===== src/rtl/cell4_stim_pkg.sv =====
// Shared types and helpers for the 4-input cell stimulus driver.
package cell4_stim_pkg;

    typedef enum logic [2:0] {
        ST_IDLE,
        ST_DRIVE,
        ST_SETTLE,
        ST_CHECK,
        ST_FINISH
    } state_e;

    typedef enum logic [1:0] {
        MODE_GRAY = 2'b00,
        MODE_ARC  = 2'b01,
        MODE_ALL  = 2'b10
    } mode_e;

    // Drive applied whenever no run is active; an ideal NAND4 answers QN=0.
    localparam logic [3:0] VEC_QUIESCENT = 4'b1111;

    // Ideal NAND4 response to a drive vector.
    function automatic logic nand4_exp(input logic [3:0] vec);
        return ~&vec;
    endfunction

    // The unused MODE code 11 behaves as all-toggle.
    function automatic mode_e mode_decode(input logic [1:0] mode);
        return (mode == 2'b11) ? MODE_ALL : mode_e'(mode);
    endfunction

endpackage


===== src/rtl/cell4_stim_seq.sv =====
// Vector sequencer: produces the current drive vector for the latched run
// type and flags the final vector of the final repetition.
module cell4_stim_seq
    import cell4_stim_pkg::*;
#(
    parameter int CNT_W = 8
) (
    input  logic             clk,
    input  logic             rst,
    input  logic             start,
    input  logic             step,
    input  logic [1:0]       mode,
    input  logic [1:0]       arc_sel,
    input  logic [CNT_W-1:0] reps,
    output logic [3:0]       vec,
    output logic             last
);

    mode_e            mode_q;
    logic [1:0]       arc_q;
    logic [3:0]       idx;
    logic [CNT_W-1:0] reps_left;
    logic             pass_end;

    // Gray passes are 16 vectors long; arc and all-toggle passes are two.
    assign pass_end = (mode_q == MODE_GRAY) ? (idx == 4'd15) : idx[0];
    assign last     = pass_end && (reps_left == CNT_W'(1));

    // Latch run configuration on start, then walk index and repetitions.
    always_ff @(posedge clk) begin
        if (rst) begin
            mode_q    <= MODE_GRAY;
            arc_q     <= 2'd0;
            idx       <= 4'd0;
            reps_left <= '0;
        end else if (start) begin
            mode_q    <= mode_decode(mode);
            arc_q     <= arc_sel;
            idx       <= 4'd0;
            reps_left <= (reps == '0) ? CNT_W'(1) : reps;
        end else if (step) begin
            if (pass_end) begin
                idx       <= 4'd0;
                reps_left <= reps_left - 1'b1;
            end else begin
                idx <= idx + 1'b1;
            end
        end
    end

    // Map the pass index onto the drive vector for the latched run type.
    always_comb begin
        vec = VEC_QUIESCENT;
        case (mode_q)
            MODE_GRAY: vec = idx ^ (idx >> 1);
            MODE_ARC: begin
                vec          = VEC_QUIESCENT;
                vec[arc_q]   = idx[0];
            end
            default:   vec = {4{idx[0]}};
        endcase
    end

endmodule


===== src/rtl/cell4_stim_driver.sv =====
// Stimulus driver and response checker for NAND4-class library cells.
//
// state     | meaning
// ----------+--------------------------------------------------------
// ST_IDLE   | quiescent 1111 drive, waiting for START
// ST_DRIVE  | current vector applied, settle timer loaded
// ST_SETTLE | waiting SETTLE cycles for the cell output to settle
// ST_CHECK  | QN compared against the ideal NAND4 response
// ST_FINISH | DONE pulse, drive back to 1111
module cell4_stim_driver
    import cell4_stim_pkg::*;
#(
    parameter int SETTLE = 2,
    parameter int CNT_W  = 8
) (
    input  logic             CLK,
    input  logic             RST,
    input  logic             START,
    input  logic [1:0]       MODE,
    input  logic [1:0]       ARC_SEL,
    input  logic [CNT_W-1:0] REPS,
    output logic             IN1,
    output logic             IN2,
    output logic             IN3,
    output logic             IN4,
    input  logic             QN,
    output logic             BUSY,
    output logic             DONE,
    output logic [CNT_W-1:0] ERR_CNT,
    output logic [3:0]       LAST_FAIL_VEC
);

    state_e           state, state_nxt;
    logic [7:0]       settle_cnt;
    logic             seq_start, seq_step, seq_last;
    logic [3:0]       seq_vec, drive_vec;
    logic             busy, done, mismatch;
    logic [CNT_W-1:0] err_cnt;
    logic [3:0]       last_fail;

    cell4_stim_seq #(.CNT_W(CNT_W)) u_seq (
        .clk     (CLK),
        .rst     (RST),
        .start   (seq_start),
        .step    (seq_step),
        .mode    (MODE),
        .arc_sel (ARC_SEL),
        .reps    (REPS),
        .vec     (seq_vec),
        .last    (seq_last)
    );

    // State register.
    always_ff @(posedge CLK) begin
        if (RST) state <= ST_IDLE;
        else     state <= state_nxt;
    end

    // Next-state decode and state-derived outputs.
    always_comb begin
        state_nxt = state;
        seq_start = 1'b0;
        seq_step  = 1'b0;
        busy      = 1'b1;
        done      = 1'b0;
        drive_vec = seq_vec;
        case (state)
            ST_IDLE: begin
                busy      = 1'b0;
                drive_vec = VEC_QUIESCENT;
                if (START) begin
                    seq_start = 1'b1;
                    state_nxt = ST_DRIVE;
                end
            end
            ST_DRIVE:  state_nxt = ST_SETTLE;
            ST_SETTLE: if (settle_cnt == 8'd0) state_nxt = ST_CHECK;
            ST_CHECK: begin
                seq_step  = 1'b1;
                state_nxt = seq_last ? ST_FINISH : ST_DRIVE;
            end
            ST_FINISH: begin
                done      = 1'b1;
                drive_vec = VEC_QUIESCENT;
                state_nxt = ST_IDLE;
            end
            default: begin
                busy      = 1'b0;
                drive_vec = VEC_QUIESCENT;
                state_nxt = ST_IDLE;
            end
        endcase
    end

    // Settle down-counter: loaded in DRIVE, terminal count ends SETTLE.
    always_ff @(posedge CLK) begin
        if (RST)
            settle_cnt <= 8'd0;
        else if (state == ST_DRIVE)
            settle_cnt <= 8'(SETTLE - 1);
        else if (state == ST_SETTLE && settle_cnt != 8'd0)
            settle_cnt <= settle_cnt - 1'b1;
    end

    assign mismatch = (state == ST_CHECK) && (QN != nand4_exp(seq_vec));

    // Mismatch bookkeeping; the count saturates rather than wrapping.
    always_ff @(posedge CLK) begin
        if (RST) begin
            err_cnt   <= '0;
            last_fail <= 4'd0;
        end else if (seq_start) begin
            err_cnt   <= '0;
        end else if (mismatch) begin
            if (err_cnt != {CNT_W{1'b1}})
                err_cnt <= err_cnt + 1'b1;
            last_fail <= seq_vec;
        end
    end

    assign {IN4, IN3, IN2, IN1} = drive_vec;
    assign BUSY          = busy;
    assign DONE          = done;
    assign ERR_CNT       = err_cnt;
    assign LAST_FAIL_VEC = last_fail;

endmodule


===== config.mk =====
export PLATFORM = sky130hd
export DESIGN_NAME = cell4_stim_driver
export DESIGN_NICKNAME = d
export VERILOG_FILES = /design/src/rtl/cell4_stim_pkg.sv /design/src/rtl/cell4_stim_seq.sv /design/src/rtl/cell4_stim_driver.sv
export SDC_FILE = /design/constraint.sdc
export NUM_CORES = 1
export LEC_CHECK = 0
export CAP_MARGIN = 40
export CORE_MARGIN = 3
export CORE_UTILIZATION = 40
export DETAILED_ROUTE_END_ITERATION = 10
export PLACE_DENSITY = 0.67
export SLEW_MARGIN = 20
export SYNTH_ARGS = -nofsm -noshare
export SYNTH_HDL_FRONTEND = slang
export SYNTH_SLANG_ARGS = --single-unit
export TNS_END_PERCENT = 5

===== constraint.sdc =====
create_clock -name CLK -period 3 [get_ports CLK]
set_input_delay 0.45 -clock CLK [delete_from_list [all_inputs] [get_ports CLK]]
set_output_delay 0.45 -clock CLK [all_outputs]
set_load 0.005 [all_outputs]

==> results_dict.tcl, run 1 <==
set metrics [dict create \
    timing_max_transition_violations_final 0 \
    clockBufferDepth 2 \
    synth-adder-area-share 0.04233 \
    netlist.area_leader.share 0.3302 \
    fraction_of_the_mapped_netlist_area_in_simple_logic_gates 0.3217 \
    insertedDiodeCount 0 \
    drt_pre_antenna_iters 4 \
    place_worst_setup_slack_ns 0.4809 \
    ys_seq_area_frac 0.3302 \
    p_leak_nw 0.9616 \
    crit_arrival_ns 2.16 \
    pin_count 34 \
    rsz_0062_raised_after_global_routing "no" \
    finalWorstSetupSlack_ns 0.3873 \
    timing.critical_path.slowest_cell_delay_ns 0.51 \
    cell_at_the_slowest_stage_of_the_critical_path "or3_1" \
    clock_insertion_delay_worst_skew_ns 0.30 \
    remaining_drc_errors 0 \
    synthDistinctLibCells 50 \
    clk_pin_slew_ns 0.08 \
    area_delta_synth_final_pct 20.58 \
    edff_count_synth 0 \
    timing_worst_slew_pin_value_ns 0.7139 \
    upper_clock_frequency_limit_mhz 382.7 \
    grt_overflow 0 \
    worst_clock_skew_ns 0.006969 \
    floorplan.core_area_sq_um 5608 \
    syn_nets 317 \
    totalWireLength_um 5268 \
    gp_congestion 0.8553 \
    reg2reg_depth 6 \
    worst-endpoint-required_ns 2.55 \
    path_buf_inv 1 \
    run_status "completed" \
    clk_root_buffer_cell "clkbuf_8" \
    initial_core_util 0.4217 \
    hold-path-cell-count 2 \
    dominantRegCellSynth "dfxtp_1" \
    worstPathCellList "and2b_4, or3_1, nand2_1, clkdlybuf4s50_1" \
    chipHeight_um 82.89 \
    period_needed_ns 2.613 \
    max_cap_viol_count 0 \
    post_cts.repair.setup_buffers 0 \
    track_usage 0.1509 \
    path_depth 4 \
    place.detailed.hpwl_um 3786 \
    nNetsFinal 343 \
    cell_types_with_the_largest_area_share_after_synthesis "dfxtp_1, nand2_1, mux2i_1" \
    vias_per_cell 5.574 \
    cts_resized 0 \
    synth.ff_latch_count 39 \
    slew_headroom 0.5228 \
    wire_length_of_the_first_global_routing_pass_um 8825 \
    fin_util 0.5085 \
    synthesis.area_per_instance_sq_um 8.071 \
    clock-sinks 39 \
    worst_path_max_fanout 11 \
    worstSetupPathType "flip-flop to output pin" \
    number_of_vias_after_detailed_routing 2185 \
    vdd_ir_drop_max_uv 276.7 \
    synth_cells 293 \
    ant_nets 0 \
    die_w_um 82.89 \
    cts_hold_repair.buffers 0 \
    netlist_area_sq_um 2365 \
    critical_path.top_delay_family "simple AND/OR/NAND/NOR gates" \
    synth_compound_gate_area_share 0.1630 \
    worstSetupStartpointType "flip-flop" \
    final-hold-violation-count 0 \
    ctsHtreeMaxLevel 2 \
    cts_tree "yes" \
    drt_first_iter_violations 82 \
    synthDominantAreaCellType "dfxtp_1" \
    p_per_area_nw_per_um2 468.6 \
    rows 27 \
    grt_pass1_vias 1975 \
    routed_wire_length_per_instance_um 13.44 \
    dominant_combinational_cell_family_by_area_after_synthesis "simple AND/OR/NAND/NOR gates" \
    cts_made_buffers 5 \
    post_route_cells_drive_above_1_share 0.07500 \
    synth_warnings 0 \
    fin_total_pwr_mw 1.336 \
    synth_async_sr_flop_share 0 \
    hold_class "flip-flop to flip-flop" \
    die_area_sq_um 6871 \
    xor_xnor_share_of_the_synthesized_area 0.03704 \
    portion_of_the_clock_cycle_consumed_by_the_worst_path_in_the_final_layout 0.8709 \
    muxShareOfSynthArea 0.05503 \
    layout.filler_cells 559 \
    setup_viol_count_final 0 \
    final.setup.tns_ns 0 \
    maximum_number_of_pins_on_one_net_before_global_route_repair 25 \
    io_buffer_count 33 \
    grt_antenna_before_repair 0 \
    critPathCaptureType "output pin" \
]
## synth_stat cells, types with 5 or more instances
cell	count
mux2i_1	13
nor2_1	22
o21ai_0	13
a21oi_1	16
or4_1	6
ha_1	8
or3_1	15
nand3_1	13
xnor2_1	6
inv_1	8
dfxtp_1	39
a31oi_1	5
nor3_1	7
a211oi_1	7
clkbuf_1	14
nand2_1	37
## cells by family after synthesis
family / after synthesis
simple gates: 137
compound gates: 59
flops: 39
buf+inv: 27
mux: 13
xor+xnor: 10
fa+ha+maj: 8
## per-layer routing
metal | part of all wire | track usage | vias to the layer above
met5 | 0 | 0 | -
met4 | 0.010 | 0.03566 | 0
met3 | 0.046 | 0.04563 | 6
met2 | 0.46 | 0.2558 | 40
met1 | 0.49 | 0.1870 | 1014
li1 | - | - | 1125
## sequential cells by signal, indices dropped and copies added (netlist names)
register	count
ERR_CNT	8
LAST_FAIL_VEC	4
settle_cnt	8
state	3
u_seq.arc_q	2
u_seq.idx	4
u_seq.mode_q	2
u_seq.reps_left	8
## report_power, final
part           switching [mW]  internal [mW]
registers              0.0356          0.548
logic                   0.159          0.142
clock network           0.203          0.248
## path summary, 6_finish.rpt
check                                     to  slack (ns)                             from
min reg2reg  u_seq.reps_left[1]$_SDFFE_PP0P_        0.48  u_seq.reps_left[1]$_SDFFE_PP0P_
min          u_seq.reps_left[1]$_SDFFE_PP0P_        0.48  u_seq.reps_left[1]$_SDFFE_PP0P_
max                                      IN2        0.39        u_seq.idx[0]$_SDFFE_PP0N_
max reg2reg          ERR_CNT[1]$_SDFFE_PP0P_        0.46        u_seq.idx[0]$_SDFFE_PP0N_
## through the flow
stage	instance area, sq um	instances	hold slack [ns]
4_1_cts	2851	392	0.4784
2_1_floorplan	2365	293	0.4437
3_5_place_dp	2739	384	0.4681
6_report	2851	392	0.4759
3_3_place_gp	2739	384	0.4533
5_1_grt	2851	392	0.5199
## tightest hold or removal path, stage by stage (launching register included)
cell	delay, ns
dfxtp_1	0.32
nand3_1	0.06
a21oi_1	0.06
## layout make-up
| type | count | area (sq um) | area share |
|---|---|---|---|
| Sequential cell | 39 | 780.7 | 0.2738 |
| Tap cell | 72 | 90.09 | 0.03159 |
| Inverter | 8 | 30.03 | 0.01053 |
| Clock inverter | 3 | 43.79 | 0.01536 |
| Multi-Input combinational cell | 227 | 1470 | 0.5156 |
| Timing Repair Buffer | 38 | 367.9 | 0.1290 |
| Clock buffer | 5 | 68.82 | 0.02413 |
## cell usage in the layout, fill, tap and decap left out, types with 2 or more instances in the layout
cell             synthesis  final
a211o_1                  3      3
a211oi_1                 7      7
a21oi_1                 16     16
a221oi_1                 2      2
a2bb2oi_1                2      2
a311oi_1                 2      2
a31oi_1                  5      5
and2_1                   2      2
and3_1                   3      3
and4bb_1                 2      2
buf_4                    0      5
clkbuf_8                 0      5
clkdlybuf4s50_1          0     33
dfxtp_1                 39     39
ha_1                     8      8
inv_1                    8      8
mux2i_1                 13     13
nand2_1                 37     37
nand3_1                 13     13
nand3b_1                 4      4
nand4_1                  4      4
nor2_1                  22     22
nor2b_1                  2      2
nor3_1                   7      7
nor4_1                   3      3
o211ai_1                 2      2
o21ai_0                 13     13
o311ai_0                 2      2
or2_2                    4      4
or3_1                   15     15
or4_1                    6      6
xnor2_1                  6      6
xor2_1                   4      4
Power figures use the tool's default switching activity.
==> run 2: changes to the inputs <==
SYNTH_HIERARCHICAL = 1   (was default)
==> results_dict.tcl, run 2 <==
set metrics [dict create \
    reg2reg_depth 6 \
    synth_warnings 6 \
    nNetsFinal 308 \
    dpl-instance-area_sq_um 2595 \
    grt_antenna_before_repair 0 \
    run_status "completed" \
    synth_cells 257 \
    routed_wire_length_per_instance_um 13.95 \
    cell_types_with_the_largest_area_share_after_synthesis "dfxtp_1, ha_1, nor2_1" \
    post_cts.repair.setup_buffers 0 \
    worstPathCellList "ha_1, o32a_1, or3_1, clkdlybuf4s50_1" \
    chipHeight_um 81.02 \
    fin_total_pwr_mw 1.532 \
    hold-path-cell-count 2 \
    place_worst_setup_slack_ns 0.5865 \
    syn_nets 281 \
    cts_made_buffers 5 \
    synth_async_sr_flop_share 0 \
    worstSetupPathType "flip-flop to output pin" \
    dp_cells 347 \
    timing.critical_path.slowest_cell_delay_ns 0.51 \
    design_area_final_sq_um 2680 \
    synth_top_cells_by_count "dfxtp_1, nor2_1, nand2_1" \
    finalWorstSetupSlack_ns 0.2869 \
    synthesis.area_per_instance_sq_um 8.758 \
    track_usage 0.1633 \
    maximum_number_of_pins_on_one_net_before_global_route_repair 21 \
    ys_seq_area_frac 0.3469 \
    final.setup.tns_ns 0 \
    slew_headroom 0.5950 \
    dominantRegCellSynth "dfxtp_1" \
    synth.ff_latch_count 39 \
    post_route_cells_drive_above_1_share 0.08421 \
    place.detailed.hpwl_um 3557 \
    critical_path.top_delay_family "flip-flops" \
    timing.reg2reg.setup_slack_ns 0.68 \
    fin_hold_ws_ns 0.4608 \
    setup_viol_count_final 0 \
    edff_count_synth 0 \
    die_w_um 81.02 \
    fin_util 0.5085 \
    portion_of_the_clock_cycle_consumed_by_the_worst_path_in_the_final_layout 0.9044 \
    synthDistinctLibCells 61 \
    vias_per_cell 5.589 \
    cts_resized 0 \
    final-instance-count-excl-fill 355 \
    ctsHtreeMaxLevel 2 \
    clk_root_buffer_cell "clkbuf_8" \
    netlist_area_sq_um 2251 \
    vdd_ir_drop_max_uv 287.9 \
    number_of_vias_after_detailed_routing 1984 \
    critPathCaptureType "output pin" \
    period_needed_ns 2.713 \
    worstSetupStartpointType "flip-flop" \
    cell_at_the_slowest_stage_of_the_critical_path "dfxtp_1" \
    initial_core_util 0.4271 \
    worst-endpoint-required_ns 2.55 \
    hold_class "flip-flop to flip-flop" \
    wire_length_of_the_first_global_routing_pass_um 8542 \
    rr_endpoint "ERR_CNT[3]$_SDFFE_PP0P_" \
    synthMostInstantiatedCell "dfxtp_1" \
    pin_count 34 \
    cts_hold_repair.buffers 0 \
    timing_worst_slew_pin_value_ns 0.5956 \
    rsz_0062_raised_after_global_routing "no" \
    grt_pass1_vias 1809 \
    crit_arrival_ns 2.26 \
    cts_tree "yes" \
    rows 26 \
    min_delay_worst_endpoint "LAST_FAIL_VEC[2]$_SDFFE_PP0P_" \
    hold_path_startpoint "LAST_FAIL_VEC[2]$_SDFFE_PP0P_" \
    upper_clock_frequency_limit_mhz 368.6 \
    clock_insertion_delay_worst_skew_ns 0.30 \
    drt_pre_antenna_iters 5 \
    timing_max_transition_violations_final 0 \
    die_area_sq_um 6563 \
    layout_commonest_cell "dfxtp_1" \
    worst_clock_skew_ns 0.01235 \
    area_delta_synth_final_pct 19.07 \
    netlist.area_leader.share 0.3469 \
    path_buf_inv 1 \
    p_leak_nw 0.9286 \
    max_cap_viol_count 0 \
    insertedDiodeCount 0 \
    remaining_drc_errors 0 \
    clk_pin_slew_ns 0.09 \
    io_buffer_count 33 \
    worst_path_max_fanout 10 \
    totalWireLength_um 4951 \
    ant_nets 0 \
    critical_path.reg2reg.startpoint "u_seq/idx[0]$_SDFFE_PP0P_" \
    grt_overflow 0 \
    p_per_area_nw_per_um2 571.6 \
    gp_congestion 0.7878 \
    final-hold-violation-count 0 \
    synthDominantAreaCellType "dfxtp_1" \
    clockBufferDepth 2 \
    floorplan.core_area_sq_um 5270 \
    most_frequent_cells_in_the_layout "dfxtp_1, clkdlybuf4s50_1, nor2_1, nand2_1" \
    drt_first_iter_violations 131 \
    clock-sinks 39 \
]
-- run 2: cell count changes in the layout (fill, tap and decap cells not counted), moves of 4 or more --
| cell | delta |
|---|---|
| or3_1 | -8 |
| o31ai_1 | +4 |
| nand2_1 | -20 |
| nor2_1 | +4 |
| nand3_1 | -7 |
| a21boi_1 | +4 |
| or2_2 | -4 |
| inv_1 | +4 |
| o32a_1 | +4 |
| a21oi_1 | -4 |
| mux2i_1 | -8 |
| o21ai_0 | -10 |
-- run 2: cell type report --
class                   instances  area (sq um)
clock buffers                   6         72.57
multi-input cells             191          1336
fillers                       517          2590
well taps                      70         87.58
repair buffers                 35         345.3
clock inverters                 2         12.51
inverters                      12         45.04
flip-flops and latches         39         780.7
-- run 2: report_power, final --
group          leakage (nW)  switching (mW)  internal [mW]  total, mW
logic                 0.570           0.259          0.264      0.523
clock network        0.0412           0.194          0.163      0.357
registers             0.317          0.0782          0.573      0.651
total                 0.929           0.531           1.00       1.53
-- run 2: worst max-delay path by stage --
stage                                    startpoint                               to  slack [ns]  cells past startpoint
final                     u_seq/idx[0]$_SDFFE_PP0P_                              IN1        0.29                      4
after global routing      u_seq/idx[0]$_SDFFE_PP0P_                              IN1        0.19                      4
after CTS                 u_seq/idx[0]$_SDFFE_PP0P_                              IN1        0.28                      4
after detailed placement                      START  u_seq/reps_left[3]$_SDFFE_PP0P_        0.59                      5
after global placement    u_seq/idx[0]$_SDFFE_PP0P_                              IN1        0.67                      4
after floorplan           u_seq/idx[0]$_SDFFE_PP0P_          ERR_CNT[3]$_SDFFE_PP0P_        0.99                      6
-- run 2: routing by layer --
layer | share of wire | track usage
met1 | 0.49 | 0.2172
met2 | 0.45 | 0.2652
met3 | 0.039 | 0.02993
met4 | 0.014 | 0.05574
met5 | 0 | 0
-- run 2: worst min-delay path: cells and delay by family, from the launching register on --
kind	cells	cell delay, ns
and+or+nand+nor	1	0.05
AOI/OAI and AO/OA	1	0.05
DFF	1	0.31
-- run 2: kinds of logic (layout without fill, tap and decap cells) --
family	after synthesis	after routing	share of synthesized area
buffers and inverters	27	55	0.05947
multiplexers	7	7	0.03335
AND/OR/NAND/NOR	107	107	0.2885
adder cells (fa/ha/maj)	8	8	0.04447
flip-flops	39	39	0.3469
XOR/XNOR	11	11	0.04280
AO/OA/AOI/OAI	58	58	0.1846
==> run 3: changes to the inputs <==
ABC_AREA = 1   (was default)
==> results_dict.tcl, run 3 <==
set metrics [dict create \
    pin_count 34 \
    vias_per_cell 4.911 \
    track_usage 0.1591 \
    reg2reg_depth 11 \
    crit_arrival_ns 1.86 \
    cts_tree "yes" \
    netlist.area_leader.share 0.3233 \
    number_of_vias_after_detailed_routing 2372 \
    grt_pass1_vias 2185 \
    wire_length_of_the_first_global_routing_pass_um 9494 \
    drt_pre_antenna_iters 5 \
    timing.reg2reg.setup_slack_ns 0.98 \
    p_per_area_nw_per_um2 476.7 \
    syn_nets 398 \
    totalWireLength_um 5348 \
    insertedDiodeCount 0 \
    synth_warnings 6 \
    netlist_area_sq_um 2415 \
    upper_clock_frequency_limit_mhz 433.2 \
    run_status "completed" \
    hold_class "flip-flop to flip-flop" \
    clk_pin_slew_ns 0.08 \
    place.detailed.hpwl_um 4116 \
    synthesis.area_per_instance_sq_um 6.457 \
    ys_seq_area_frac 0.3233 \
    clockBufferDepth 2 \
    p_leak_nw 1.217 \
    synth_async_sr_flop_share 0 \
    die_w_um 83.70 \
    final.setup.tns_ns 0 \
    post_cts.repair.setup_buffers 0 \
    final-seq-area_sq_um 780.7 \
    period_needed_ns 2.308 \
    rr_endpoint "LAST_FAIL_VEC[3]$_SDFFE_PP0P_" \
    critical_path.reg2reg.startpoint "u_seq/idx[0]$_SDFFE_PP0P_" \
    place_worst_setup_slack_ns 0.9906 \
    synth.ff_latch_count 39 \
    clk_root_buffer_cell "clkbuf_8" \
    remaining_drc_errors 0 \
    layout_commonest_cell "nand2_1" \
    routed_wire_length_per_instance_um 11.07 \
    rows 27 \
    floorplan.core_area_sq_um 5675 \
    synthDominantAreaCellType "dfxtp_1" \
    crit_path_start "u_seq/idx[0]$_SDFFE_PP0P_" \
    chipHeight_um 83.70 \
    portion_of_the_clock_cycle_consumed_by_the_worst_path_in_the_final_layout 0.7695 \
    clock-sinks 39 \
    grt_overflow 0 \
    worstSetupStartpointType "flip-flop" \
    worstPathCellList "or2_2, o21ai_0, nand3_1, inv_1, nand2_1, clkdlybuf4s50_1" \
    cell_types_with_the_largest_area_share_after_synthesis "dfxtp_1, nand2_1, inv_1" \
    vdd_ir_drop_max_uv 216.7 \
    maximum_number_of_pins_on_one_net_before_global_route_repair 15 \
    timing_max_transition_violations_final 0 \
    dp_cells 475 \
    slew_headroom 0.5246 \
    multi_input_area_sq_um 1391 \
    clock_insertion_delay_worst_skew_ns 0.29 \
    synth_cells 374 \
    cts_resized 0 \
    cts_made_buffers 5 \
    dominantRegCellSynth "dfxtp_1" \
    area_delta_synth_final_pct 19.48 \
    hold_path_startpoint "settle_cnt[5]$_SDFFE_PP0P_" \
    setup_viol_count_final 0 \
    final-instance-count-excl-fill 483 \
    synth_top_cells_by_count "nand2_1, inv_1, nor2_1" \
    worst-endpoint-required_ns 2.55 \
    synthDistinctLibCells 31 \
    finalWorstSetupSlack_ns 0.6916 \
    cts_hold_repair.buffers 0 \
    most_frequent_cells_in_the_layout "nand2_1, inv_1, nor2_1, dfxtp_1, nand3_1" \
    io_buffer_count 33 \
    ctsHtreeMaxLevel 2 \
    synthMostInstantiatedCell "nand2_1" \
    post_route_cells_drive_above_1_share 0.07299 \
    edff_count_synth 0 \
    worst_path_max_fanout 7 \
    rsz_0062_raised_after_global_routing "no" \
    layout.filler_cells 583 \
    nNetsFinal 434 \
    timing_worst_slew_pin_value_ns 0.7083 \
    worst_clock_skew_ns 0.001721 \
    setup.worst_path.end "IN3" \
    worstSetupPathType "flip-flop to output pin" \
    initial_core_util 0.4255 \
    critPathCaptureType "output pin" \
    die_area_sq_um 7006 \
    cell_at_the_slowest_stage_of_the_critical_path "clkdlybuf4s50_1" \
    ant_nets 0 \
    final-hold-violation-count 0 \
    max_cap_viol_count 0 \
    gp_congestion 0.8178 \
    fin_util 0.5084 \
    drt_first_iter_violations 80 \
    timing.critical_path.slowest_cell_delay_ns 0.44 \
    grt_antenna_before_repair 0 \
]
-- run 3: how the worst min path moves through the flow --
stage,end,slack (ns),cells after the start
CTS,settle_cnt[5]$_SDFFE_PP0P_,0.48,2
global route,settle_cnt[5]$_SDFFE_PP0P_,0.52,2
floorplan,settle_cnt[5]$_SDFFE_PP0P_,0.44,2
finish,settle_cnt[5]$_SDFFE_PP0P_,0.47,2
detailed placement,settle_cnt[5]$_SDFFE_PP0P_,0.46,2
global placement,settle_cnt[5]$_SDFFE_PP0P_,0.46,2
-- run 3: power by group --
group          leakage, nW  switching [mW]  internal [mW]
logic                0.857           0.252          0.180
registers            0.317          0.0352          0.554
clock network       0.0422           0.190          0.164
total                 1.22           0.478          0.898
-- run 3: kinds of logic (layout without fill, tap and decap cells) --
| group | Yosys count | count (layout) | share of synthesized area |
|---|---|---|---|
| simple gates | 204 | 204 | 0.3782 |
| fa+ha+maj | 8 | 8 | 0.04145 |
| buf+inv | 57 | 94 | 0.1005 |
| flops | 39 | 39 | 0.3233 |
| compound gates | 59 | 59 | 0.1311 |
| xor+xnor | 7 | 7 | 0.02539 |
-- run 3: metal layers --
metal | part of all wire | GRT usage | up-vias | routed length, um
met1 | 0.49 | 0.2047 | 1050 | 2623
met2 | 0.45 | 0.2654 | 46 | 2412
met3 | 0.046 | 0.03949 | 8 | 244
met5 | 0 | 0 | - | 0
li1 | - | - | 1268 | -
met4 | 0.013 | 0.04094 | 0 | 68
-- run 3: area by class of cell --
class,instances,share of cell area
multi-input combinational,278,0.4822
sequential,39,0.2706
timing repair buffer,35,0.1197
inverter,51,0.06808
tap,72,0.03122
clock buffer,7,0.02645
clock inverter,1,0.001735
-- run 3: critical path: cells and delay by family (launching register included) --
kind            cells  cell delay (ns)
simple gates        3             0.49
buf+inv             2             0.52
flops               1             0.37
compound gates      1             0.20
-- run 3: metrics by stage --
stage	power, mW	area, sq um	hold slack (ns)
finish	1.375	2885	0.4699
global route	1.479	2885	0.5191
CTS	1.387	2885	0.4752
detailed placement	1.032	2804	0.4630
global placement	1.029	2804	0.4563
floorplan	0.9040	2415	0.4445
